===== config.mk =====
export PLATFORM = sky130hd
export DESIGN_NAME = oc_wormhole_arbiter
export DESIGN_NICKNAME = d
export VERILOG_FILES = /design/src/rtl/oc_wormhole_arbiter.sv
export SDC_FILE = /design/constraint.sdc
export NUM_CORES = 1
export LEC_CHECK = 0
export CORE_UTILIZATION = 45
export CTS_CLUSTER_SIZE = 20
export DETAILED_ROUTE_END_ITERATION = 12
export PLACE_DENSITY = 0.68
export SYNTH_ARGS = -nofsm -noshare
export SYNTH_HDL_FRONTEND = slang
export SYNTH_SLANG_ARGS = --single-unit
export TNS_END_PERCENT = 10

===== constraint.sdc =====
create_clock -name clk_i -period 8 [get_ports clk_i]
set_input_delay 1.6 -clock clk_i [delete_from_list [all_inputs] [get_ports clk_i]]
set_output_delay 1.6 -clock clk_i [all_outputs]
set_load 0.005 [all_outputs]

===== src/rtl/oc_wormhole_arbiter.sv =====
// Purpose: wormhole output-channel arbiter. Round-robin grant, held until tail or watchdog, drives crossbar select.
// Latency: request seen in IDLE -> grant/sel/busy registered next cycle; oc_vld_o is combinational from sel and vld_i.
// Backpressure: oc_rdy_i low stalls transfers; the grant and flit count hold with no stall timeout.
module oc_wormhole_arbiter #(
    parameter int IN_N      = 5,
    parameter int IDX_W     = 3,
    parameter int MAX_FLITS = 16,
    parameter int CNT_W     = 5
) (
    input  logic             clk_i,
    input  logic             rst_i,
    input  logic [IN_N-1:0]  req_i,
    input  logic [IN_N-1:0]  vld_i,
    input  logic [IN_N-1:0]  tail_i,
    input  logic             oc_rdy_i,
    output logic [IN_N-1:0]  grant_o,
    output logic [IDX_W-1:0] sel_o,
    output logic             oc_vld_o,
    output logic             busy_o,
    output logic             err_o
);

    typedef enum logic {ST_IDLE, ST_LOCKED} state_t;

    state_t             state_q, state_d;
    logic [IDX_W-1:0]   sel_q, sel_d;
    logic [IDX_W-1:0]   rr_ptr_q, rr_ptr_d;
    logic [IN_N-1:0]    grant_q, grant_d;
    logic [CNT_W-1:0]   cnt_q, cnt_d;
    logic               err_q, err_d;

    logic               owner_vld, owner_tail;
    logic               xfer, at_limit;
    logic               found;
    logic [IDX_W-1:0]   winner;
    logic [2*IN_N-1:0]  req_rot;
    logic [IDX_W:0]     scan_pos;

    // Pick the owning VC's valid and tail bits (crossbar-side view of the owner)
    always_comb begin
        owner_vld  = 1'b0;
        owner_tail = 1'b0;
        for (int i = 0; i < IN_N; i++) begin
            if (sel_q == IDX_W'(i)) begin
                owner_vld  = vld_i[i];
                owner_tail = tail_i[i];
            end
        end
    end

    // Round-robin scan: first requester at or above rr_ptr, wrapping modulo IN_N
    always_comb begin
        found    = 1'b0;
        winner   = '0;
        scan_pos = '0;
        req_rot  = {req_i, req_i} >> rr_ptr_q;
        for (int k = 0; k < IN_N; k++) begin
            if (!found && req_rot[k]) begin
                found    = 1'b1;
                scan_pos = {1'b0, rr_ptr_q} + (IDX_W+1)'(k);
                if (scan_pos >= (IDX_W+1)'(IN_N)) begin
                    scan_pos = scan_pos - (IDX_W+1)'(IN_N);
                end
                winner = scan_pos[IDX_W-1:0];
            end
        end
    end

    assign xfer     = (state_q == ST_LOCKED) && owner_vld && oc_rdy_i;
    assign at_limit = (cnt_q == CNT_W'(MAX_FLITS - 1));

    // Next-state: arbitrate only in IDLE; release on tail or watchdog limit
    always_comb begin
        state_d  = state_q;
        sel_d    = sel_q;
        rr_ptr_d = rr_ptr_q;
        grant_d  = grant_q;
        cnt_d    = cnt_q;
        err_d    = err_q;
        case (state_q)
            ST_IDLE: begin
                if (found) begin
                    state_d = ST_LOCKED;
                    sel_d   = winner;
                    cnt_d   = '0;
                    grant_d = '0;
                    for (int i = 0; i < IN_N; i++) begin
                        if (winner == IDX_W'(i)) grant_d[i] = 1'b1;
                    end
                end
            end
            ST_LOCKED: begin
                if (xfer) begin
                    if (owner_tail || at_limit) begin
                        state_d  = ST_IDLE;
                        grant_d  = '0;
                        sel_d    = '0;
                        // explicit wrap: IN_N need not be a power of two
                        rr_ptr_d = (sel_q == IDX_W'(IN_N - 1)) ? '0 : sel_q + IDX_W'(1);
                        // a tail on the limit flit is a normal release
                        if (!owner_tail) err_d = 1'b1;
                    end else if (!at_limit) begin
                        cnt_d = cnt_q + CNT_W'(1);
                    end
                end
            end
            default: state_d = ST_IDLE;
        endcase
    end

    // State registers with synchronous active-high reset
    always_ff @(posedge clk_i) begin
        if (rst_i) begin
            state_q  <= ST_IDLE;
            sel_q    <= '0;
            rr_ptr_q <= '0;
            grant_q  <= '0;
            cnt_q    <= '0;
            err_q    <= 1'b0;
        end else begin
            state_q  <= state_d;
            sel_q    <= sel_d;
            rr_ptr_q <= rr_ptr_d;
            grant_q  <= grant_d;
            cnt_q    <= cnt_d;
            err_q    <= err_d;
        end
    end

    assign grant_o  = grant_q;
    assign sel_o    = sel_q;
    assign busy_o   = (state_q == ST_LOCKED);
    assign err_o    = err_q;
    assign oc_vld_o = busy_o & owner_vld;

endmodule


# Yosys cells after proc, flatten, opt, wreduce, memory -nomap -nowiden
# Index checks and enable logic that the tools add are counted.
[op_classes]
n_bitwise = 3
n_shift = 1
n_lt_le_gt_ge = 5
eq_ne = 14
muxes = 48
reduce_logical = 17
add_sub_neg = 11
[ops]
columns = ["op", "n"]
rows = [
  ["$mux W3", 14],
  ["$mux W5", 7],
  ["$mux W1", 23],
  ["$pmux W5 S2", 2],
  ["$ge A4 B3 Y1 const B", 4],
  ["$sub A3 B3 Y3 const B", 5],
  ["$eq A3 B2 Y1 const B", 4],
  ["$shr A10 B3 Y5", 1],
  ["$add A3 B2 Y4 const B", 2],
  ["$reduce_and A4 Y1", 2],
  ["$eq A3 B1 Y1 const B", 2],
  ["$eq A3 B3 Y1 const B", 2],
  ["$logic_and A1 B1 Y1", 6],
  ["$logic_not A3 Y1", 2],
  ["$ne A2 B2 Y1 const B", 3],
  ["$pmux W3 S2", 1],
  ["$reduce_and A3 Y1", 2],
  ["$add A5 B1 Y5 const B", 1],
  ["$eq A5 B4 Y1 const B", 1],
  ["$add A3 B1 Y4 const B", 1],
  ["$add A3 B3 Y4 const B", 1],
  ["$logic_not A1 Y1", 4],
  ["$ne A2 B1 Y1 const B", 2],
  ["$add A3 B1 Y3 const B", 1],
  ["5 further kinds", 6],
]
[word_totals]
output_inout_bits = 11
input_bits = 18
reg_bits = 18

# Longest topological paths before layout
# Gate-level depths: netlist of run 1.
[depth]
word_depth = 18
mapped_depth = 11
ltp_nobuf = 10

# Worst setup path before layout of run 1
# OpenSTA, ideal clock, no wires.
[synth_path]
kind = "input -> output"
start = "input port vld_i[1]"
end = "output port oc_vld_o"
t_required_ps = 6400
cell_stages = 3
path_buffers = 0
slack_ps = 4180
t_arrival_ps = 2220
cell_sequence = "and2_1 -> o311ai_0 -> a31oi_1"
[synth_between]
elab_chain_cells = 5
[synth_lines]
columns = ["element", "line", "text"]
rows = [
  ["start: declaration", "13", "input logic [IN_N-1:0] vld_i,"],
  ["$mux W1 (4 in series)", "44", "if (sel_q == IDX_W'(i)) begin"],
  ["$and A1 B1 Y1", "134", "assign oc_vld_o = busy_o & owner_vld;"],
  ["end: declaration", "18", "output logic oc_vld_o,"],
]
# No other way between the ends.

# Worst setup path after layout of run 1
[layout_path]
start = "input port vld_i[0]"
end = "output port oc_vld_o"
[layout_between]
elab_chain_cells = 6
[layout_lines]
columns = ["element", "line"]
rows = [
  ["$mux W1 (5 in series)", "44"],
  ["$and A1 B1 Y1", "134"],
]
# No other way between the ends.

==> results_dict.tcl, run 1 <==
set metrics [dict create \
    status "finished clean" \
    cts_max_level 1 \
    crit_fanout 4 \
    max_slew.worst_pin.slew_ps 941 \
    synth_common_cells "nor2_1, dfxtp_1, a21oi_1, ha_1, inv_1" \
    grt_antenna_before_repair 0 \
    drt_iter0_drc 109 \
    yosys.area.top_type "dfxtp_1" \
    placementRows 23 \
    synth_nets 270 \
    grt_max_degree 25 \
    rsz0062_at_grt "false" \
    grt_use_total_pct 21.3 \
    worst_r2r_endpoint "grant_o[1]$_SDFFE_PP0P_" \
    die_y_um 68.5 \
    diodes 0 \
    post_cts_resize_count 0 \
    regArea_sq_um 360 \
    pwr-share-comb_pct 36.3 \
    wirelength_um 4560 \
    crit_path_end_kind "output pin" \
    dieArea_sq_um 4690 \
    cts_buffers 3 \
    io_pins 29 \
    ys_seq_area_share_pct 18.1 \
    vdd_drop_max_uv 62.2 \
    multi_input_area_sq_um 1500 \
    p_int_w 0.000187 \
    period_minus_slack_ps 4890 \
    fillers 377 \
    synth.top_cell.area_share_pct 18.1 \
    path_cells "clkdlybuf4s50_1, and3b_1, o311ai_0, a31oi_1, clkdlybuf4s50_1" \
    grt_pass1_wl_um 7590 \
    timing.hold.ws_ps 472 \
    overflow 0 \
    netlist_area_sq_um 1990 \
    root_buffer "clkbuf_8" \
    slowest_stage "clkdlybuf4s50_1" \
    hold_buffers 0 \
    post-route-period-util_pct 61.1 \
    leakage_nw 0.810 \
    cts_tree "yes" \
    synth_cell_type_count 65 \
    worstHoldPathCells 2 \
    syn_inst 236 \
    synth_top_flop_cell "dfxtp_1" \
    first_pass_iters 4 \
    grt_pass1_vias 1618 \
    ys_ff_latch 18 \
    post_cts_buffers 0 \
    clk_pin_slew_worst_paths_ps 70 \
    p_seq_share_pct 36.5 \
    drv_slew 0 \
    reg2reg_from "rr_ptr_q[1]$_SDFFE_PP0P_" \
    power.density_nw_per_um2 117 \
    wl_per_cell_um 14.8 \
    crit_required_ps 6400 \
    synthArstFlopShare_pct 0 \
    p_sw_w 0.0000862 \
    rrSetupSlack_ps 4830 \
    worstHoldEndpoint "cnt_q[4]$_SDFFE_PP0P_" \
    fin_util_pct 56.7 \
    synth.most_common_cell "nor2_1" \
    netlist_top_cells_area "dfxtp_1, ha_1, mux2i_1" \
    syn_to_final_growth_pct 17.4 \
    cts_sinks 18 \
    drv_cap 0 \
    fin_nets 293 \
    drive_gt1_share_pct 10.1 \
    syn_area_per_cell_sq_um 8.43 \
    worstSetupPathType "in -> out" \
    coreArea_sq_um 4120 \
    worstPathArrival_ps 3290 \
    fin_setup_tns_ps 0 \
    synth-edff-count 0 \
    reg2reg_depth 9 \
    dp.final_hpwl_um 3370 \
    initial_core_util_pct 48.3 \
    post-route-drc-count 0 \
    io_buffer_count 28 \
    hold_class "reg -> reg" \
    crit_path_frequent_cell "clkdlybuf4s50_1" \
    die_w_um 68.5 \
    ant_nets 0 \
    p_clk_share_pct 27.2 \
    worst_hold_startpoint "cnt_q[4]$_SDFFE_PP0P_" \
    setup_viol 0 \
    maxSlewHeadroom_pct 37.2 \
    synth_warnings 0 \
    skew_ps 1.75 \
    finalHoldViolCount 0 \
    cp_slowest_stage_delay_ps 590 \
    vias 1825 \
    clock_path_buffers 2 \
    fmax_mhz 205 \
    switching_share_pct 31.5 \
    clk_latency_ps 250 \
    gp_congestion 0.854 \
    start_kind "input port" \
    vias_per_cell 5.93 \
]
sequential cells by signal, summed over array words and instances, names as in the netlist:
register	cells
sel_o	3
cnt_q	5
rr_ptr_q	3
grant_o	5
err_o	1
busy_o	1
worst max-delay path, delay by kind of cell:
kind                   cells  cell delay, ps
buffers and inverters      2            1030
AOI/OAI and AO/OA          2             500
and+or+nand+nor            1             150
per-stage QoR:
stage	instances	area, sq um	total power, W	setup WS (ps)
finish	308	2330	0.000273	3110
global route	308	2330	0.000293	3060
CTS	308	2330	0.000276	3130
detailed placement	304	2280	0.000200	3130
global placement	304	2280	0.000200	3170
floorplan	236	1990	0.000168	4180
logic make-up (layout without fill, tap and decap cells):
group,count (synthesis),count (layout),share of synthesized area [%]
AOI/OAI and AO/OA,78,78,29.6
xor gates and xnor gates,3,3,1.32
adders and majority gates,16,16,10.4
buffers and inverters,28,50,6.41
DFF,18,18,18.1
muxes,17,17,12.1
and+or+nand+nor,76,76,22.0
layout make-up:
| cell class | count | share of cell area, % |
|---|---|---|
| sequential | 18 | 15.4 |
| clock buffer | 4 | 2.36 |
| tap | 50 | 2.68 |
| inverter | 16 | 2.57 |
| timing repair buffer | 30 | 12.6 |
| multi-input combinational | 190 | 64.3 |
power by group through the flow:
stage           Clock, W  Combinational [W]  Sequential (W)
4_1_cts        0.0000769          0.0000989       0.0000998
3_5_place_dp           0          0.0000985        0.000102
3_3_place_gp           0          0.0000980        0.000102
6_report       0.0000743          0.0000991       0.0000999
2_1_floorplan          0          0.0000678        0.000100
5_1_grt        0.0000821           0.000110        0.000101
how the worst max path moves through the flow:
stage,startpoint,to,cells past startpoint
6_report,vld_i[0],oc_vld_o,5
5_1_grt,vld_i[1],oc_vld_o,5
4_1_cts,vld_i[0],oc_vld_o,5
3_5_place_dp,vld_i[0],oc_vld_o,5
3_3_place_gp,vld_i[0],oc_vld_o,5
2_1_floorplan,vld_i[1],oc_vld_o,3
layout by cell type (no fill, tap or decap), types with 3 or more instances in the layout:
cell type,Yosys,routed
a22o_1,4,4
clkbuf_8,0,4
nand2b_1,13,13
o21ai_0,14,14
dfxtp_1,18,18
ha_1,15,15
nor2_1,19,19
mux4_2,4,4
clkdlybuf4s50_1,0,28
mux2_2,3,3
nand2_1,8,8
xnor2_1,3,3
inv_1,15,15
a21oi_1,17,17
and3b_1,3,3
nor2b_1,8,8
mux2i_1,9,9
nand3_1,7,7
or2_2,3,3
o211ai_1,3,3
metal layers:
| layer | vias up | track usage, % | routed length, um |
|---|---|---|---|
| li1 | 932 | - | - |
| met1 | 841 | 33.0 | 2420 |
| met2 | 46 | 30.3 | 1910 |
| met3 | 6 | 3.45 | 194 |
| met4 | 0 | 4.17 | 36 |
| met5 | - | 0 | 0 |
No activity file was read; power rests on OpenSTA's default activity.
==> inputs of run 2 (changes only) <==
==> constraint.sdc (replaced) <==
create_clock -name clk_i -period 5.06 [get_ports clk_i]
set_input_delay 1.012 -clock clk_i [delete_from_list [all_inputs] [get_ports clk_i]]
set_output_delay 1.012 -clock clk_i [all_outputs]
set_load 0.005 [all_outputs]
==> run 2 against run 1 <==
Against the previous run:
- sequential cell count unchanged
- non-clock buffer count unchanged
- combinational power up 56%
- sequential power up 60%
- sequential share of layout area unchanged
- count of clock-buffer cells in the layout unchanged
- global-route usage up 0.63 points
- routed wire length up 0.37%
- largest cell class unchanged
- largest power group unchanged
- highest routed layer unchanged
==> results_dict.tcl, run 2 (same netlist as run 1, synthesis figures left out) <==
set metrics [dict create \
    grt_max_degree 24 \
    coreArea_sq_um 4120 \
    wl_per_cell_um 14.9 \
    status "finished clean" \
    rrSetupSlack_ps 1840 \
    vdd_drop_max_uv 110 \
    drive_gt1_share_pct 10.1 \
    final_cell_mix "clkdlybuf4s50_1, nor2_1, dfxtp_1" \
    overflow 0 \
    post-route-period-util_pct 72.5 \
    initial_core_util_pct 48.3 \
    fmax_mhz 273 \
    path_cells "clkdlybuf4s50_1, and3b_1, o311ai_0, a31oi_1, clkdlybuf4s50_1" \
    fin_util_pct 56.7 \
    placementRows 23 \
    wirelength_um 4580 \
    crit_fanout 4 \
    post_cts_buffers 0 \
    root_buffer "clkbuf_8" \
    start_kind "input port" \
    clk_pin_slew_worst_paths_ps 70 \
    max_slew.worst_pin.slew_ps 882 \
    hold_class "reg -> reg" \
    final_cell_area_sq_um 2330 \
    grt_pass1_vias 1651 \
    period_minus_slack_ps 3670 \
    setup_viol 0 \
    worstPathArrival_ps 2660 \
    dp.final_hpwl_um 3470 \
    cts_max_level 1 \
    place_area_sq_um 2280 \
    crit_required_ps 4050 \
    die_y_um 68.5 \
    fin_nets 293 \
    leakage_nw 0.810 \
    grt_pass1_wl_um 7740 \
    power.density_nw_per_um2 186 \
    ant_nets 0 \
    layout_commonest_cell "clkdlybuf4s50_1" \
    syn_to_final_growth_pct 17.4 \
    cts_tree "yes" \
    maxSlewHeadroom_pct 41.1 \
    die_w_um 68.5 \
    gp_congestion 0.859 \
    worstSetupPathType "in -> out" \
    first_pass_iters 4 \
    cts_sinks 18 \
    grt_antenna_before_repair 0 \
    post_cts_resize_count 0 \
    grt_use_total_pct 21.9 \
    cts_buffers 3 \
    diodes 0 \
    skew_ps 1.14 \
    hold_buffers 0 \
    io_pins 29 \
    drv_cap 0 \
    clock_path_buffers 2 \
    clk_latency_ps 250 \
    cp_slowest_stage_delay_ps 570 \
    crit_path_frequent_cell "clkdlybuf4s50_1" \
    vias 1838 \
    finalHoldViolCount 0 \
    rsz0062_at_grt "false" \
    crit_path_end_kind "output pin" \
    dieArea_sq_um 4690 \
    vias_per_cell 5.97 \
    fin_setup_tns_ps 0 \
    drt_iter0_drc 90 \
    slowest_stage "clkdlybuf4s50_1" \
    io_buffer_count 28 \
    drv_slew 0 \
    post-route-drc-count 0 \
]
-- run 2: cell type report --
type / instances / area [sq um]
Multi-Input combinational cell: 190 / 1500
Clock buffer: 4 / 55.1
Sequential cell: 18 / 360
Timing Repair Buffer: 30 / 295
Inverter: 16 / 60.1
Fill cell: 394 / 1780
Tap cell: 50 / 62.6
-- run 2: final timing paths --
path | depth (start not counted) | startpoint | to
min reg2reg | 2 | err_o$_SDFFE_PP0P_ | err_o$_SDFFE_PP0P_
max reg2reg | 8 | rr_ptr_q[0]$_SDFFE_PP0P_ | grant_o[4]$_SDFFE_PP0P_
min | 2 | err_o$_SDFFE_PP0P_ | err_o$_SDFFE_PP0P_
max | 5 | vld_i[0] | oc_vld_o
-- run 2: where the power goes --
group | internal, W | switching (W) | total, W
registers | 0.000149 | 0.0000106 | 0.000160
clock network | 0.0000692 | 0.0000498 | 0.000119
logic | 0.0000772 | 0.0000775 | 0.000155
total | 0.000295 | 0.000138 | 0.000433
-- run 2: through the flow --
stage          worst slack, ps  hold WS, ps  total power (W)  cells
3_5_place_dp              1320          461         0.000316    304
5_1_grt                   1260          505         0.000465    308
3_3_place_gp              1330          459         0.000315    304
2_1_floorplan             2030          448         0.000266    236
6_report                  1390          471         0.000433    308
4_1_cts                   1380          474         0.000435    308
-- run 2: worst max-delay path: cells and delay by family --
kind / cells / cell delay [ps]
AO/OA/AOI/OAI: 2 / 480
buffers and inverters: 2 / 1010
AND/OR/NAND/NOR: 1 / 140
-- run 2: layer usage --
metal	wire [um]	GRT usage, %
met5	0	0
met4	19	3.13
met3	207	4.28
met2	2030	33.2
met1	2320	32.3
==> inputs of run 3 (changes only) <==
==> constraint.sdc (replaced) <==
create_clock -name clk_i -period 3.64 [get_ports clk_i]
set_input_delay 0.728 -clock clk_i [delete_from_list [all_inputs] [get_ports clk_i]]
set_output_delay 0.728 -clock clk_i [all_outputs]
set_load 0.005 [all_outputs]
==> run 3 against run 2 <==
Against the previous run:
- count of clock-buffer cells in the layout did not move
- critical path depth rose by 3
- sequential share of layout area decreased by 0.29 points
- worst hold slack gained 5.1 ps
- setup slack worse by 860 ps
- combinational power grew 46%
- sequential cell count did not move
==> results_dict.tcl, run 3 (same netlist as run 1, synthesis figures left out) <==
set metrics [dict create \
    status "finished clean" \
    post_cts_resize_count 0 \
    diodes 0 \
    die_w_um 68.5 \
    grt_pass1_vias 1641 \
    dp.final_hpwl_um 3660 \
    vias_per_cell 5.91 \
    worst_hold_startpoint "grant_o[4]$_SDFFE_PP0P_" \
    rrSetupSlack_ps 760 \
    first_pass_iters 4 \
    io_pins 29 \
    drt_iter0_drc 136 \
    fmax_mhz 321 \
    rsz0062_at_grt "false" \
    start_kind "input port" \
    worstSetupPathType "in -> reg" \
    p_sw_w 0.000200 \
    layout_setup_ws_ps 526 \
    worst_r2r_endpoint "grant_o[0]$_SDFFE_PP0P_" \
    wirelength_um 4840 \
    drive_gt1_share_pct 12.1 \
    worstPathArrival_ps 3330 \
    fin_setup_tns_ps 0 \
    layout_commonest_cell "clkdlybuf4s50_1" \
    setup_viol 0 \
    worstHoldEndpoint "grant_o[4]$_SDFFE_PP0P_" \
    cts_buffers 3 \
    crit_required_ps 3850 \
    grt_max_degree 24 \
    root_buffer "clkbuf_8" \
    max_slew.worst_pin.slew_ps 793 \
    finalHoldViolCount 0 \
    final_cell_mix "clkdlybuf4s50_1, nor2_1, dfxtp_1" \
    post_cts_buffers 0 \
    fin_nets 299 \
    drv_slew 0 \
    hold_class "reg -> reg" \
    clk_pin_slew_worst_paths_ps 70 \
    p_seq_share_pct 35.5 \
    reg2reg_from "rr_ptr_q[0]$_SDFFE_PP0P_" \
    reg2reg_depth 8 \
    power.density_nw_per_um2 260 \
    clock_path_buffers 2 \
    vias 1855 \
    hold_buffers 0 \
    cts_max_level 1 \
    p_int_w 0.000418 \
    post-route-period-util_pct 85.5 \
    coreArea_sq_um 4120 \
    timing.hold.ws_ps 477 \
    gp_congestion 0.897 \
    crit_fanout 11 \
    clk_latency_ps 260 \
    crit_path_end_kind "flop" \
    cts_tree "yes" \
    grt_use_total_pct 22.9 \
    leakage_nw 0.840 \
    cts_sinks 18 \
    vdd_drop_max_uv 159 \
    post-place-ws_ps 247 \
    grt_pass1_wl_um 7990 \
    pwr-share-comb_pct 36.7 \
    overflow 0 \
    placementRows 23 \
    worstHoldPathCells 1 \
    post-route-drc-count 0 \
    dieArea_sq_um 4690 \
    drv_cap 0 \
    period_minus_slack_ps 3110 \
    ant_nets 0 \
    wl_per_cell_um 15.4 \
    initial_core_util_pct 48.3 \
    io_buffer_count 28 \
    maxSlewHeadroom_pct 45.7 \
    syn_to_final_growth_pct 19.6 \
    grt_antenna_before_repair 0 \
    switching_share_pct 32.3 \
    p_clk_share_pct 27.8 \
    skew_ps 4.24 \
    die_y_um 68.5 \
]
==> run 3: cell count changes in the layout (fill, tap and decap cells not counted) <==
| cell | delta |
|---|---|
| buf_4 | +6 |
==> run 3: how the worst max path moves through the flow <==
| stage | from | endpoint |
|---|---|---|
| after global routing | req_i[3] | grant_o[4]$_SDFFE_PP0P_ |
| after CTS | vld_i[0] | oc_vld_o |
| after floorplan | req_i[3] | grant_o[0]$_SDFFE_PP0P_ |
| after detailed placement | req_i[3] | grant_o[4]$_SDFFE_PP0P_ |
| after global placement | req_i[3] | grant_o[4]$_SDFFE_PP0P_ |
| final | req_i[3] | grant_o[4]$_SDFFE_PP0P_ |
==> run 3: critical path, cell delays in order <==
cell and delay [ps]:
clkdlybuf4s50_1 570, mux4_2 550, nand2b_4 160, a2111oi_4 480, o221ai_2 190, a31oi_4 270, nor3b_2 200, a32o_1 170
==> run 3: layout make-up <==
type | count | area, sq um
fill | 394 | 1740
sequential | 18 | 360
clock buffer | 4 | 55.1
timing repair buffer | 36 | 340
tap | 50 | 62.6
multi-input combinational | 190 | 1500
inverter | 16 | 60.1
==> run 3: stage by stage <==
| stage | utilization, % | power [W] | cell area [sq um] | instances |
|---|---|---|---|---|
| after floorplan | - | 0.000370 | 1990 | 236 |
| after global routing | 57.8 | 0.000658 | 2380 | 314 |
| final | 57.8 | 0.000618 | 2380 | 314 |
| after global placement | 56.5 | 0.000448 | 2320 | 310 |
| after CTS | 57.8 | 0.000620 | 2380 | 314 |
| after detailed placement | 56.5 | 0.000449 | 2320 | 310 |
==> run 3: layer usage <==
layer	GRT usage, %	routed length, um	share of wire, %	up-vias
met2	32.6	2050	42	54
li1	-	-	-	944
met5	0	0	0	-
met3	4.11	280	5.8	7
met1	34.8	2440	50	850
met4	5.99	68	1.4	0
==> run 3: power by group through the flow <==
stage / Clock, W / Combinational [W] / Sequential [W]
floorplan: 0 / 0.000149 / 0.000221
global placement: 0 / 0.000224 / 0.000224
detailed placement: 0 / 0.000225 / 0.000225
CTS: 0.000174 / 0.000226 / 0.000220
global route: 0.000185 / 0.000251 / 0.000222
finish: 0.000172 / 0.000227 / 0.000219
==> RTL edit: new RTL, flow settings as in run 3 <==
Reset style: asynchronous (`rst_i`), changed in one clocked block. Comments in the files are not updated.
--- a/src/rtl/oc_wormhole_arbiter.sv
+++ b/src/rtl/oc_wormhole_arbiter.sv
@@ -109,7 +109,7 @@
     end
 
     // State registers with synchronous active-high reset
-    always_ff @(posedge clk_i) begin
+    always_ff @(posedge clk_i or posedge rst_i) begin
         if (rst_i) begin
             state_q  <= ST_IDLE;
             sel_q    <= '0;
Check against the original RTL: differs if rst_i is asserted again (counterexample within 4 cycles, from zero or initial values and one cycle with rst_i high); with rst_i held inactive, the same outputs for 10 cycles.
==> RTL edit against run 3 <==
- synthesized area is 7.9% lower
- setup slack gained 0.019 ns
- final cell count decreased by 7.6%
- final area down 6.7%
- routed wire length down 9.4%
- synthesized cell count decreased by 9.7%
- via count decreased by 8.2%
- global-route usage decreased by 0.42 points
- sequential cell count did not move
- register-to-register slack worse by 0.18 ns
- critical endpoint is now grant_o[2]
- largest cell class unchanged
Power is left out: it rests on default switching activity, and per cell area and clock period it moved more than threefold.
==> RTL edit: results (changes against run 3) <==
<table>
<tr><th>Metric</th><th>Value</th></tr>
<tr><th colspan="2">Critical path</th></tr>
<tr><td>Max Fanout on Critical Path</td><td>9 (-2)</td></tr>
<tr><td>Crit path DAT</td><td>3.28 ns (-0.05 ns)</td></tr>
<tr><td>Setup slack of the most critical reg-to-reg path</td><td>0.58 ns (-0.18 ns)</td></tr>
<tr><td>Slowest stage cell, crit path</td><td>sky130_fd_sc_hd__nor4_1</td></tr>
<tr><th colspan="2">Global route</th></tr>
<tr><td>Vias in the first global route</td><td>1608 (-2.0%)</td></tr>
<tr><td>Total routing resource utilization after global routing</td><td>0.225 (-0.00421)</td></tr>
<tr><td>Wire length of the first global-routing pass</td><td>7590 um (-5.0%)</td></tr>
<tr><td>Pin count of the biggest net entering global routing</td><td>23 (-4.2%)</td></tr>
<tr><th colspan="2">Placement</th></tr>
<tr><td>Placement-stage cell area</td><td>2160 um2 (-6.9%)</td></tr>
<tr><td>Gp weighted congestion</td><td>0.922 (+2.8%)</td></tr>
<tr><th colspan="2">Drt</th></tr>
<tr><td>First DRT Iteration DRCs</td><td>102 (-25%)</td></tr>
<tr><td>Wire per inst</td><td>15.1 um (-1.9%)</td></tr>
<tr><td>Vias/cell</td><td>5.87 (-0.60%)</td></tr>
<tr><th colspan="2">Synth</th></tr>
<tr><td>Multiplexer share of the synthesized area</td><td>0.0867 (-0.0340)</td></tr>
<tr><td>Net count of the mapped netlist</td><td>247 (-8.5%)</td></tr>
<tr><td>Most frequent cells after synthesis</td><td>sky130_fd_sc_hd__dfrtp_1 (18), sky130_fd_sc_hd__nand2_1 (16), sky130_fd_sc_hd__ha_1 (15), sky130_fd_sc_hd__inv_1 (15), sky130_fd_sc_hd__nor2_1 (14)</td></tr>
<tr><td>Post-synthesis share of cell area spent on full adders, half adders and majority gates</td><td>0.113 (+0.00899)</td></tr>
<tr><td>Area fraction in compound gates after synthesis</td><td>0.262 (-0.0346)</td></tr>
<tr><td>Most used flip-flop cell after synthesis</td><td>sky130_fd_sc_hd__dfrtp_1</td></tr>
<tr><td>Post-synthesis sequential area ratio</td><td>0.246 (+0.0648)</td></tr>
<tr><td>Most area-consuming cells after synthesis</td><td>sky130_fd_sc_hd__dfrtp_1 (25%), sky130_fd_sc_hd__ha_1 (10%), sky130_fd_sc_hd__mux2i_1 (4.4%)</td></tr>
<tr><td>Proportion of synthesized flip-flops having asynchronous set or reset</td><td>1.00 (+1.00)</td></tr>
<tr><td>Synth cell types</td><td>63 (-3.1%)</td></tr>
<tr><th colspan="2">STA</th></tr>
<tr><td>Hold WS</td><td>0.475 ns (-0.00145 ns)</td></tr>
<tr><td>Max_slew headroom</td><td>0.515 (+0.0576)</td></tr>
<tr><td>Time the worst path needs with I/O delays and setup</td><td>3.09 ns (-0.0186 ns)</td></tr>
<tr><th colspan="2">Status</th></tr>
<tr><td>Run status</td><td>complete, no violations</td></tr>
<tr><th colspan="2">Finish</th></tr>
<tr><td>Filler cell count in the final layout</td><td>346 (-12%)</td></tr>
<tr><td>Fraction of final layout cells with drive strength greater than 1</td><td>0.0868 (-0.0344)</td></tr>
</table>
[RTL edit: through the flow]
step | utilization | std cells
after floorplan | - | 213
after global placement | 0.574 | 286
after detailed placement | 0.574 | 286
after CTS | 0.589 | 290
after global routing | 0.589 | 290
final | 0.589 | 290
[RTL edit: layout make-up]
class	instances	area, um2	area share
multi-input cells	171	1280	0.575
flip-flops and latches	18	450	0.203
repair buffers	33	318	0.143
inverters	16	60.1	0.0271
well taps	48	60.1	0.0271
clock buffers	4	55.1	0.0248
[RTL edit: worst max-delay path, delay by kind of cell]
| family | cells | cell delay, ns |
|---|---|---|
| AND/OR/NAND/NOR | 3 | 0.94 |
| multiplexers | 1 | 0.45 |
| buffers and inverters | 1 | 0.48 |
| AO/OA/AOI/OAI | 3 | 0.67 |
[RTL edit: path summary, 6_finish.rpt]
check,from,to,cells after the start
setup / recovery,req_i[2],grant_o[2],8
hold / removal,err_o,err_o,2
setup reg to reg,rr_ptr_q[1],grant_o[3],9
hold reg to reg,err_o,err_o,2
max in group asynchronous,rst_i,cnt_q[1],2
min in group asynchronous,rst_i,rr_ptr_q[2],2
[RTL edit: logic make-up after synthesis]
group / count (synthesis)
and+or+nand+nor: 71
DFF: 18
adders and majority gates: 16
buffers and inverters: 24
xor gates and xnor gates: 5
AOI/OAI and AO/OA: 66
muxes: 13
[RTL edit: layer usage]
metal  routed length [um]  global-route usage  vias to the layer above
li1                     -                   -                      859
met1                 2140               0.320                      789
met2                 1970               0.346                       50
met3                  234              0.0414                        5
met4                   37              0.0625                        0
met5                    0                   0                        -
